[src/rtl/nand_scan_pkg.sv]
// Shared constants for the NAND-only function scanner: state encoding,
// operation codes and result-width helpers.
package nand_scan_pkg;

  typedef logic [1:0] state_t;

  localparam state_t ST_IDLE  = 2'd0;
  localparam state_t ST_SWEEP = 2'd1;
  localparam state_t ST_DONE  = 2'd2;

  localparam logic [1:0] OP_ANDN = 2'b00;
  localparam logic [1:0] OP_AND  = 2'b01;
  localparam logic [1:0] OP_OR   = 2'b10;
  localparam logic [1:0] OP_XOR  = 2'b11;

  // err_count must hold 2^(2W); ones_cnt must hold W*2^(2W).
  function automatic int err_w(input int w);
    return 2 * w + 1;
  endfunction

  function automatic int ones_w(input int w);
    return 2 * w + 3;
  endfunction

endpackage

[src/rtl/nand_bitwise_unit.sv]
// W-bit bitwise ANDN/AND/OR/XOR unit built only from 2-input NAND gates,
// including the operation multiplexer.
module nand_bitwise_unit #(
  parameter int W = 2
) (
  input  logic [W-1:0] a,
  input  logic [W-1:0] b,
  input  logic [1:0]   op,
  output logic [W-1:0] y
);

  logic op0_n, op1_n;

  nand g_op0_n (op0_n, op[0], op[0]);
  nand g_op1_n (op1_n, op[1], op[1]);

  for (genvar i = 0; i < W; i++) begin : g_bit
    logic a_n, b_n, ab_n, andn_n;
    logic f_andn, f_and, f_or, x1, x2, f_xor;
    logic m0a, m0b, m0, m1a, m1b, m1, ya, yb;

    nand g_a_n  (a_n, a[i], a[i]);
    nand g_b_n  (b_n, b[i], b[i]);
    nand g_ab_n (ab_n, a[i], b[i]);

    nand g_andn_n (andn_n, a_n, b[i]);
    nand g_andn   (f_andn, andn_n, andn_n);
    nand g_and    (f_and, ab_n, ab_n);
    nand g_or     (f_or, a_n, b_n);
    nand g_x1     (x1, a[i], ab_n);
    nand g_x2     (x2, b[i], ab_n);
    nand g_xor    (f_xor, x1, x2);

    // Two-level NAND mux tree: op[0] picks within {ANDN,AND} and {OR,XOR},
    // op[1] then picks between the two pairs.
    nand g_m0a (m0a, f_andn, op0_n);
    nand g_m0b (m0b, f_and, op[0]);
    nand g_m0  (m0, m0a, m0b);
    nand g_m1a (m1a, f_or, op0_n);
    nand g_m1b (m1b, f_xor, op[0]);
    nand g_m1  (m1, m1a, m1b);
    nand g_ya  (ya, m0, op1_n);
    nand g_yb  (yb, m1, op[1]);
    nand g_y   (y[i], ya, yb);
  end

endmodule

[src/rtl/nand_func_scanner.sv]
// Sweeps every (a, b) operand pair, compares the NAND-only datapath against a
// behavioural reference and reports error count, first failure and ones count.
module nand_func_scanner
  import nand_scan_pkg::*;
#(
  parameter int W = 2
) (
  input  logic                 clk,
  input  logic                 rst_n,
  input  logic                 start,
  input  logic [1:0]           op,
  input  logic                 flt_inj,
  output logic                 busy,
  output logic                 done,
  output logic                 mismatch,
  output logic [err_w(W)-1:0]  err_count,
  output logic [W-1:0]         first_err_a,
  output logic [W-1:0]         first_err_b,
  output logic [ones_w(W)-1:0] ones_cnt
);

  localparam int EW = err_w(W);
  localparam int OW = ones_w(W);
  localparam int IW = 2 * W;

  state_t        state;
  logic [IW-1:0] idx;
  logic [1:0]    op_q;
  logic          flt_q;
  logic [W-1:0]  a, b, n_raw, n, r;
  logic [OW-1:0] pop;

  assign a = idx[IW-1:W];
  assign b = idx[W-1:0];

  nand_bitwise_unit #(.W(W)) u_nand (
    .a  (a),
    .b  (b),
    .op (op_q),
    .y  (n_raw)
  );

  assign n = n_raw ^ W'(flt_q);

  // NOTE: every variable assigned in always_comb gets a default first so no latch is inferred.
  always_comb begin
    r = '0;
    case (op_q)
      OP_ANDN: r = ~a & b;
      OP_AND:  r = a & b;
      OP_OR:   r = a | b;
      OP_XOR:  r = a ^ b;
      default: r = '0;
    endcase
  end

  always_comb begin
    pop = '0;
    for (int i = 0; i < W; i++) pop = pop + OW'(r[i]);
  end

  assign busy = (state == ST_SWEEP);
  assign done = (state == ST_DONE);

  // NOTE: sequential state uses non-blocking assignments so all flops update from pre-edge values.
  always_ff @(posedge clk or negedge rst_n) begin
    if (!rst_n) begin
      state       <= ST_IDLE;
      idx         <= '0;
      op_q        <= 2'b00;
      flt_q       <= 1'b0;
      mismatch    <= 1'b0;
      err_count   <= '0;
      first_err_a <= '0;
      first_err_b <= '0;
      ones_cnt    <= '0;
    end else begin
      case (state)
        ST_IDLE: begin
          if (start) begin
            state       <= ST_SWEEP;
            op_q        <= op;
            flt_q       <= flt_inj;
            idx         <= '0;
            mismatch    <= 1'b0;
            err_count   <= '0;
            first_err_a <= '0;
            first_err_b <= '0;
            ones_cnt    <= '0;
          end
        end
        ST_SWEEP: begin
          ones_cnt <= ones_cnt + pop;
          if (n != r) begin
            err_count <= err_count + EW'(1);
            mismatch  <= 1'b1;
            if (!mismatch) begin
              first_err_a <= a;
              first_err_b <= b;
            end
          end
          idx <= idx + IW'(1);
          if (idx == {IW{1'b1}}) state <= ST_DONE;
        end
        ST_DONE: state <= ST_IDLE;
        default: state <= ST_IDLE;
      endcase
    end
  end

endmodule

[config.mk]
export PLATFORM = sky130hd
export DESIGN_NAME = nand_func_scanner
export DESIGN_NICKNAME = d
export VERILOG_FILES = /design/src/rtl/nand_scan_pkg.sv /design/src/rtl/nand_bitwise_unit.sv /design/src/rtl/nand_func_scanner.sv
export SDC_FILE = /design/constraint.sdc
export NUM_CORES = 1
export LEC_CHECK = 0
export BUFFER_PORTS_ARGS = -buffer_cell sky130_fd_sc_hd__clkbuf_2
export CORE_ASPECT_RATIO = 1.75
export CORE_UTILIZATION = 48
export DETAILED_ROUTE_END_ITERATION = 10
export GPL_TIMING_DRIVEN = 0
export PLACE_DENSITY_LB_ADDON = 0.08
export SLEW_MARGIN = 20
export SYNTH_ARGS = -nofsm -noshare
export SYNTH_HDL_FRONTEND = slang
export SYNTH_HIERARCHICAL = 1
export SYNTH_SLANG_ARGS = --single-unit
[constraint.sdc]
create_clock -name clk -period 7.5 [get_ports clk]
set_input_delay 0.375 -clock clk [delete_from_list [all_inputs] [get_ports clk]]
set_output_delay 0.375 -clock clk [all_outputs]
set_load 0.02 [all_outputs]
; ---- Word-level counts from Yosys, hierarchy flattened
; Index checks and enable logic that the tools add are counted.
[word_totals]
register_bits = 26
inputBits = 6
[classes]
add_sub_neg = 4
n_eq_ne = 11
mux = 21
n_bitwise = 70
reduce_logical = 8
[ops]
columns = operator, n
row1 = inverter 1 bit, 34
row2 = AND 1 bit, 30
row3 = 2-to-1 mux 2 bit, 7
row4 = one-hot mux 7 bit (2 select lines), 1
row5 = one-hot mux 2 bit (2 select lines), 3
row6 = 2-to-1 mux 5 bit, 2
row7 = one-hot mux 5 bit (2 select lines), 1
row8 = one-hot mux 2 bit (4 select lines), 1
row9 = one-hot mux 4 bit (2 select lines), 1
row10 = adder 7 x 2 -> 7 bit, 1
row11 = 2-to-1 mux 7 bit, 1
row12 = "equality test 2 bit, second input constant", 3
row13 = AND reduction 2 bit, 3
row14 = "adder 5 x 1 -> 5 bit, second input constant", 1
row15 = "adder 4 x 1 -> 4 bit, second input constant", 1
row16 = AND 2 bit, 2
row17 = "equality test 2 x 1 -> 1 bit, second input constant", 2
row18 = "equality test 4 bit, second input constant", 1
row19 = zero test 2 bit, 2
row20 = 2-to-1 mux 4 bit, 1
row21 = "!= test 2 x 1 -> 1 bit, second input constant", 2
row22 = "!= test 2 bit, second input constant", 2
row23 = AND reduction 4 bit, 1
row24 = AND reduction 3 bit, 1
row25 = other kinds (9), 10

; ---- Longest topological paths before layout
; Gate-level depths: netlist of the first run.
[depth]
ltp_word = 18
depth_mapped = 10
mapped_depth_nobuf = 10

; ---- Modules after synthesis
; The synthesis of the first run kept the hierarchy.
[modules_own_cells]
columns = mod, n_inst, cells_per_inst, area_each_um2, seq_area_each_um2
row1 = nand_func_scanner, 1, 138, 1382.6, 650.6
row2 = nand_bitwise_unit, 1, 14, 150.1, 0.0

; ---- Least setup slack after synthesis of the first run
; OpenSTA, ideal clock, no wires.
[synth_timing]
kind = register to register
start = register idx[0]
end = register ones_cnt[6]
setup_time_ps = 140
t_arrival_ps = 2287
required_time_ps = 7360
slack_ps = 5074
stages_incl_launch_ff = 11
n_path_buf = 0
synth_period_minus_slack_ps = 2426
cell_sequence = dfrtp_1 inv_1 ha_1 inv_1 mux4_2 inv_1 fa_1 ha_1 nand3_1 o311ai_0 o41ai_1
[synth_between]
elab_chain_len = 5
word_cells_on_any_way = 8
[synth_rtl]
columns = element, line_no
row1 = from (decl), nand_func_scanner.sv:27  ; logic [IW-1:0] idx;
row2 = from (signal assigned), nand_func_scanner.sv:102  ; idx <= idx + IW'(1);
row3 = XOR 2 bit (tied with other cells), nand_func_scanner.sv:52  ; OP_XOR: r = a ^ b;
row4 = one-hot mux 2 bit (4 select lines) (*), nand_func_scanner.sv:48  ; case (op_q)
row5 = adder 1 x 1 -> 2 bit (*), nand_func_scanner.sv:59  ; for (int i = 0; i < W; i++) pop = pop + OW'(r[i]);
row6 = adder 7 x 2 -> 7 bit (*), nand_func_scanner.sv:93  ; ones_cnt <= ones_cnt + pop;
row7 = one-hot mux 7 bit (2 select lines) (*), nand_func_scanner.sv:78  ; case (state)
row8 = to (signal assigned), nand_func_scanner.sv:93
row9 = to (decl), nand_func_scanner.sv:19  ; output logic [ones_w(W)-1:0] ones_cnt
; Mark *: on every way between the ends. The rest lies on a longest branch, timed or not.
; A chain may end at the register's enable or synchronous reset.

; ---- Worst setup path in the final report of the first run
; Ends and elaborated chain as after synthesis.

==> impl_metrics.ini, run 1 <==
[status]
status = finished, final reports clean

[routing]
ant_nets = 0
drtIter0Drc = 24
routed_wl_mm = 2.89
wl_met1_mm = 1.22
first_pass_iters = 4
wl_met3_um = 51
wire_per_inst_um = 13.0
drc = 0
wl_met2_mm = 1.55
top_layer_used = met4
via_per_inst = 5.35
vias = 1188

[synth]
synth_area_per_cell_um2 = 10.1
synth_warnings = 6
synth.area.top_cells = dfrtp_1 (42%), ha_1 (9.0%), nand2_1 (5.4%)
synth_ff_type = dfrtp_1
async_flop_share_pct = 100
synthDistinctLibCells = 37
synth_edf_count = 0
netlist.area_leader.share_pct = 42.4
ys_seq_area_share_pct = 42.4
yosysTopAreaCell = dfrtp_1
yosys_register_bits = 26
syn_nets = 170
netlist_top_cells_count = dfrtp_1 (26), nand2_1 (22), inv_1 (17)
syn_inst = 152
synth.most_common_cell = dfrtp_1
netlist_area_um2 = 1530

[clock_network]
clkTransAtPathRegs_ns = 0.09
ctsHoldBuffers = 0
root_buffer = clkbuf_8
cts_tree = built
htree_levels = 1
clockBufferDepth = 2
cts_buffers = 3
clkLatencyLatePin_ns = 0.28
cts_setup_buffers = 0
cts_num_sinks = 26
cts_resized = 0

[sta]
max_freq_ghz = 0.375
max_slew_margin_pct = 57.1
slew_violations = 0
rsz0062_at_grt = no
final-hold-violation-count = 0
finalSetupViolCount = 0
clock_skew_ns = 0.00591
fin_crit_ns = 2.66
fin_crit_sh_pct = 35.5
tns_ns = 0
worstMarginPinSlew_ns = 0.644

[die]
die_h_um = 76.8
dieArea_um2 = 3430
die-width_um = 44.7
core_area_um2 = 2990
initial_core_util_pct = 51.2
pin_count = 25
row_count = 26

[cells_and_area]
fin_nets = 199
syn2layout_area_growth_pct = 15.9
fin_cells = 222
drive_gt1_share_pct = 21.1
diodes = 0

[global_route]
grt_pass1_wl_mm = 5.35
grt_max_degree = 27
grt_usage_pct = 20.6
antenna_found_initial = 0
grt_pass1_vias = 1193
grt-ovfl-total = 0

[flow_run]
cap_viol_max_count = 0

[critical_path]
start_kind = flop
cp.arrival_ns = 2.83
required_ns = 7.66
worst-path-max-fanout = 9
slowest_delay_ns = 0.51
path_cells = inv_1 > ha_1 > inv_1 > mux4_2 > inv_1 > fa_1 > ha_1 > nand3_1 > o311ai_0 > o41ai_1
cp_slowest_cell = dfrtp_1
worstSetupPathType = flop to flop
crit_path_end_kind = flop
cp_common_cell = inv_1

[power]
power_frac_seq_pct = 29.0
power.share.combinational_pct = 58.1
p_clk_share_pct = 12.9
intPower_uw = 514
p_sw_share_pct = 44.2
switching_power_uw = 407
peakVddDrop_v = 0.000260
leakagePower_nw = 0.873
power.density_nw_per_um2 = 518

[placement]
dp.cells = 218
dp_hpwl_mm = 2.19
gp_congestion = 0.798
numPortBuffers = 24

[hold_path]
worstHoldPathType = input pin to asynchronous set/reset pin
==> flip-flops by register name, summed over array words and instances, names as in the netlist <==
| name | flops |
|---|---|
| idx | 4 |
| first_err_a | 2 |
| first_err_b | 2 |
| ones_cnt | 7 |
| err_count | 5 |
| flt_q | 1 |
| op_q | 2 |
| state | 2 |
| mismatch | 1 |
==> critical path, delay by kind of cell, from the launching register on <==
kind	cells	cell delay, ns
compound gates	2	0.40
fa+ha+maj	3	0.75
buf+inv	3	0.26
flops	1	0.51
mux	1	0.51
simple gates	1	0.11
==> layer usage <==
layer	GRT usage (%)	vias up
met5	0	-
met4	9.39	0
met3	2.35	5
met2	34.1	16
met1	25.7	584
li1	-	583
==> kinds of logic after synthesis <==
logic type	Yosys count	share of synthesized area, %
DFF	26	42.4
muxes	14	13.1
buffers and inverters	22	5.96
and+or+nand+nor	52	16.1
adders and majority gates	12	10.3
AOI/OAI and AO/OA	24	10.9
xor gates and xnor gates	2	1.14
==> cell usage in the layout, fill, tap and decap left out, types with 2 or more instances in the layout <==
cell / netlist / routed
inv_1: 17 / 17
and2_1: 4 / 4
mux2i_1: 7 / 7
o311ai_0: 2 / 2
mux2_2: 3 / 3
clkbuf_8: 0 / 3
nand3_1: 10 / 10
o41ai_1: 2 / 2
dfrtp_1: 26 / 26
nand2_1: 22 / 22
ha_1: 11 / 11
xnor2_1: 2 / 2
nor2b_1: 2 / 2
clkbuf_1: 3 / 3
clkbuf_2: 0 / 24
nand2b_1: 4 / 4
nor2_1: 6 / 6
o21ai_0: 9 / 9
mux4_1: 2 / 2
==> cell type report <==
cell class                      instances  area (um2)
Buffer                                  5        27.5
Multi-Input combinational cell        104         791
Sequential cell                        26         651
Clock buffer                            3        41.3
Clock inverter                          1        30.0
Tap cell                               42        52.6
Inverter                               17        63.8
Fill cell                             295        1220
Timing Repair Buffer                   24         120
==> metrics by stage <==
| stage | hold slack [ns] | utilization (%) | area (um2) | total power, mW | worst slack, ns |
|---|---|---|---|---|---|
| 2_1_floorplan | 0.0794 | - | 1530 | 0.682 | 5.07 |
| 3_3_place_gp | 0.424 | 57.0 | 1710 | 0.788 | 4.89 |
| 3_5_place_dp | 0.436 | 57.0 | 1710 | 0.813 | 4.83 |
| 4_1_cts | 0.128 | 59.4 | 1780 | 0.933 | 4.81 |
| 5_1_grt | 0.165 | 59.4 | 1780 | 1.02 | 4.59 |
| 6_report | 0.103 | 59.4 | 1780 | 0.920 | 4.84 |
==> power by group through the flow <==
stage	clock network [mW]	logic (mW)	registers, mW
final	0.118	0.535	0.267
after global routing	0.127	0.615	0.279
after CTS	0.121	0.544	0.268
after detailed placement	0	0.542	0.271
after global placement	0	0.520	0.268
after floorplan	0	0.387	0.295
==> worst paths after layout <==
| check | start | to | slack, ns | cells after the start |
|---|---|---|---|---|
| setup reg to reg | idx[0]$_DFFE_PN0P_ | ones_cnt[6]$_DFFE_PN0P_ | 4.84 | 10 |
| hold / removal | rst_n | err_count[0]$_DFFE_PN0P_ | 0.10 | 1 |
| max in group asynchronous | rst_n | err_count[4]$_DFFE_PN0P_ | 6.98 | 1 |
| hold reg to reg | ones_cnt[6]$_DFFE_PN0P_ | ones_cnt[6]$_DFFE_PN0P_ | 0.49 | 1 |
| setup / recovery | idx[0]$_DFFE_PN0P_ | ones_cnt[6]$_DFFE_PN0P_ | 4.84 | 10 |
| min in group clk | flt_inj | flt_q$_DFFE_PN0P_ | 0.32 | 2 |
Power figures use the tool's default switching activity.
==> run 2, diff against run 1 <==
clock period = 2.4 ns   (was 7.5 ns; I/O delays follow)
==> impl_metrics.ini, run 2 (synthesis gave the netlist of run 1 again) <==
[critical_path]
worst-path-max-fanout = 4
crit_path_end_kind = flop
rr_startpoint = idx[2]$_DFFE_PN0P_
worstSetupStartpoint = idx[2]$_DFFE_PN0P_
worstSetupPathType = flop to flop
r2r_cells = 10
reg2reg_slack_ns = -0.04
start_kind = flop
cp.arrival_ns = 2.59
timing.rr.end = ones_cnt[6]$_DFFE_PN0P_
required_ns = 2.55

[cells_and_area]
final_common_cell = clkbuf_2
fin_nets = 212
regArea_um2 = 656
stdcell_area_um2 = 2040
top_regs = ones_cnt x7, err_count x5, idx x4
most-common-layout-cells = clkbuf_2 (24), nand2_1 (22), dfrtp_1 (22)
largest_reg_flops = 7
syn2layout_area_growth_pct = 33.1
regMostFlops = ones_cnt
diodes = 0
fillers = 251
multiInputGateArea_um2 = 943
drive_gt1_share_pct = 38.3

[sta]
final-hold-violation-count = 0
fin_crit_ns = 2.44
worstMarginPinSlew_ns = 0.651
max_slew_margin_pct = 56.6
max_freq_ghz = 0.409
finalSetupViolCount = 2
rsz0062_at_grt = yes
layout_setup_ws_ns = -0.0437
fin_crit_sh_pct = 102
clock_skew_ns = 0.00292
slew_violations = 0

[clock_network]
clkLatencyLatePin_ns = 0.27
cts_tree = built
cts_num_sinks = 26
clkTransAtPathRegs_ns = 0.09
cts_buffers = 3
htree_levels = 1
clockBufferDepth = 2
root_buffer = clkbuf_8

[routing]
routed_wl_mm = 3.52
first_pass_iters = 4
drc = 0
ant_nets = 0
wire_per_inst_um = 15.0
vias = 1285
drtIter0Drc = 49
via_per_inst = 5.47

[hold_path]
hold_depth = 2
hold_start = flt_inj
worstHoldPathType = input pin to flop
hold_end = flt_q$_DFFE_PN0P_

[die]
core_area_um2 = 2990
row_count = 26
die_h_um = 76.8
pin_count = 25
dieArea_um2 = 3430
initial_core_util_pct = 51.2
die-width_um = 44.7

[placement]
gp_congestion = 0.804
dp_hpwl_mm = 2.32
numPortBuffers = 24
postPlaceCellArea_um2 = 1710

[global_route]
grt-ovfl-total = 0
antenna_found_initial = 0
grt_usage_pct = 22.2
grt_pass1_vias = 1262
grt_max_degree = 27
grt_pass1_wl_mm = 5.81

[status]
status = finished, violations left
failed_checks = negative setup slack

[flow_run]
cap_viol_max_count = 0
run 2: cell count changes in the layout (fill, tap and decap cells not counted), moves of 4 or more:
cell,delta
buf_4,+11
dfrtp_1,-4
dfrtp_2,+4
inv_1,-4
run 2: metrics by stage:
stage	hold WS (ns)	setup TNS, ns	instances	setup WS (ns)	utilization (%)
floorplan	-0.176	0	152	0.0185	-
global placement	0.167	-0.265	218	-0.157	57.0
detailed placement	0.180	-0.830	218	-0.237	57.0
CTS	0.0681	-0.00511	225	-0.00511	62.2
global route	0.0703	-0.474	235	-0.110	68.2
finish	0.0728	-0.0598	235	-0.0437	68.2
run 2: repair_timing:
item / CTS / global route
setup endpoints to repair: 15 / 15
endpoints found under the hold margin: 26 / 0
pin swaps: 3 / 8
buffers inserted: 3 / 10
resized for setup: 16 / 23
hold buffers: 1 / 0
run 2: final cells by class:
cell class | count | area share, %
multi-input combinational | 104 | 46.2
clock buffer | 3 | 2.02
clock inverter | 1 | 1.47
inverter | 17 | 3.25
timing repair buffer | 38 | 11.5
tap | 42 | 2.58
buffer | 4 | 0.797
sequential | 26 | 32.1
run 2: critical path: stages, from the launching register on:
cell and delay, ns:
dfrtp_2 0.41, inv_1 0.08, ha_1 0.30, inv_1 0.04
mux4_2 0.53, inv_2 0.08, fa_2 0.22, ha_4 0.17
nand3_4 0.09, o311ai_4 0.29, o41ai_2 0.11
run 2: worst max path at each step:
stage                               endpoint  slack [ns]  depth (start not counted)
floorplan            ones_cnt[6]$_DFFE_PN0P_        0.02                         10
global placement     ones_cnt[6]$_DFFE_PN0P_       -0.16                         10
detailed placement   ones_cnt[6]$_DFFE_PN0P_       -0.24                         10
CTS                 err_count[1]$_DFFE_PN0P_      -0.005                          9
global route         ones_cnt[6]$_DFFE_PN0P_       -0.11                         10
finish               ones_cnt[6]$_DFFE_PN0P_       -0.04                         10
run 2: layer usage:
| layer | track usage, % | vias up | routed length [um] |
|---|---|---|---|
| li1 | - | 604 | - |
| met1 | 27.2 | 641 | 1320 |
| met2 | 38.5 | 32 | 2040 |
| met3 | 2.59 | 8 | 99 |
| met4 | 7.27 | 0 | 55 |
| met5 | 0 | - | 0 |
Power of run 2 is left out: the tool's default activity adds up to more than one toggle a clock period on the data nets, which glitch-free logic cannot reach.
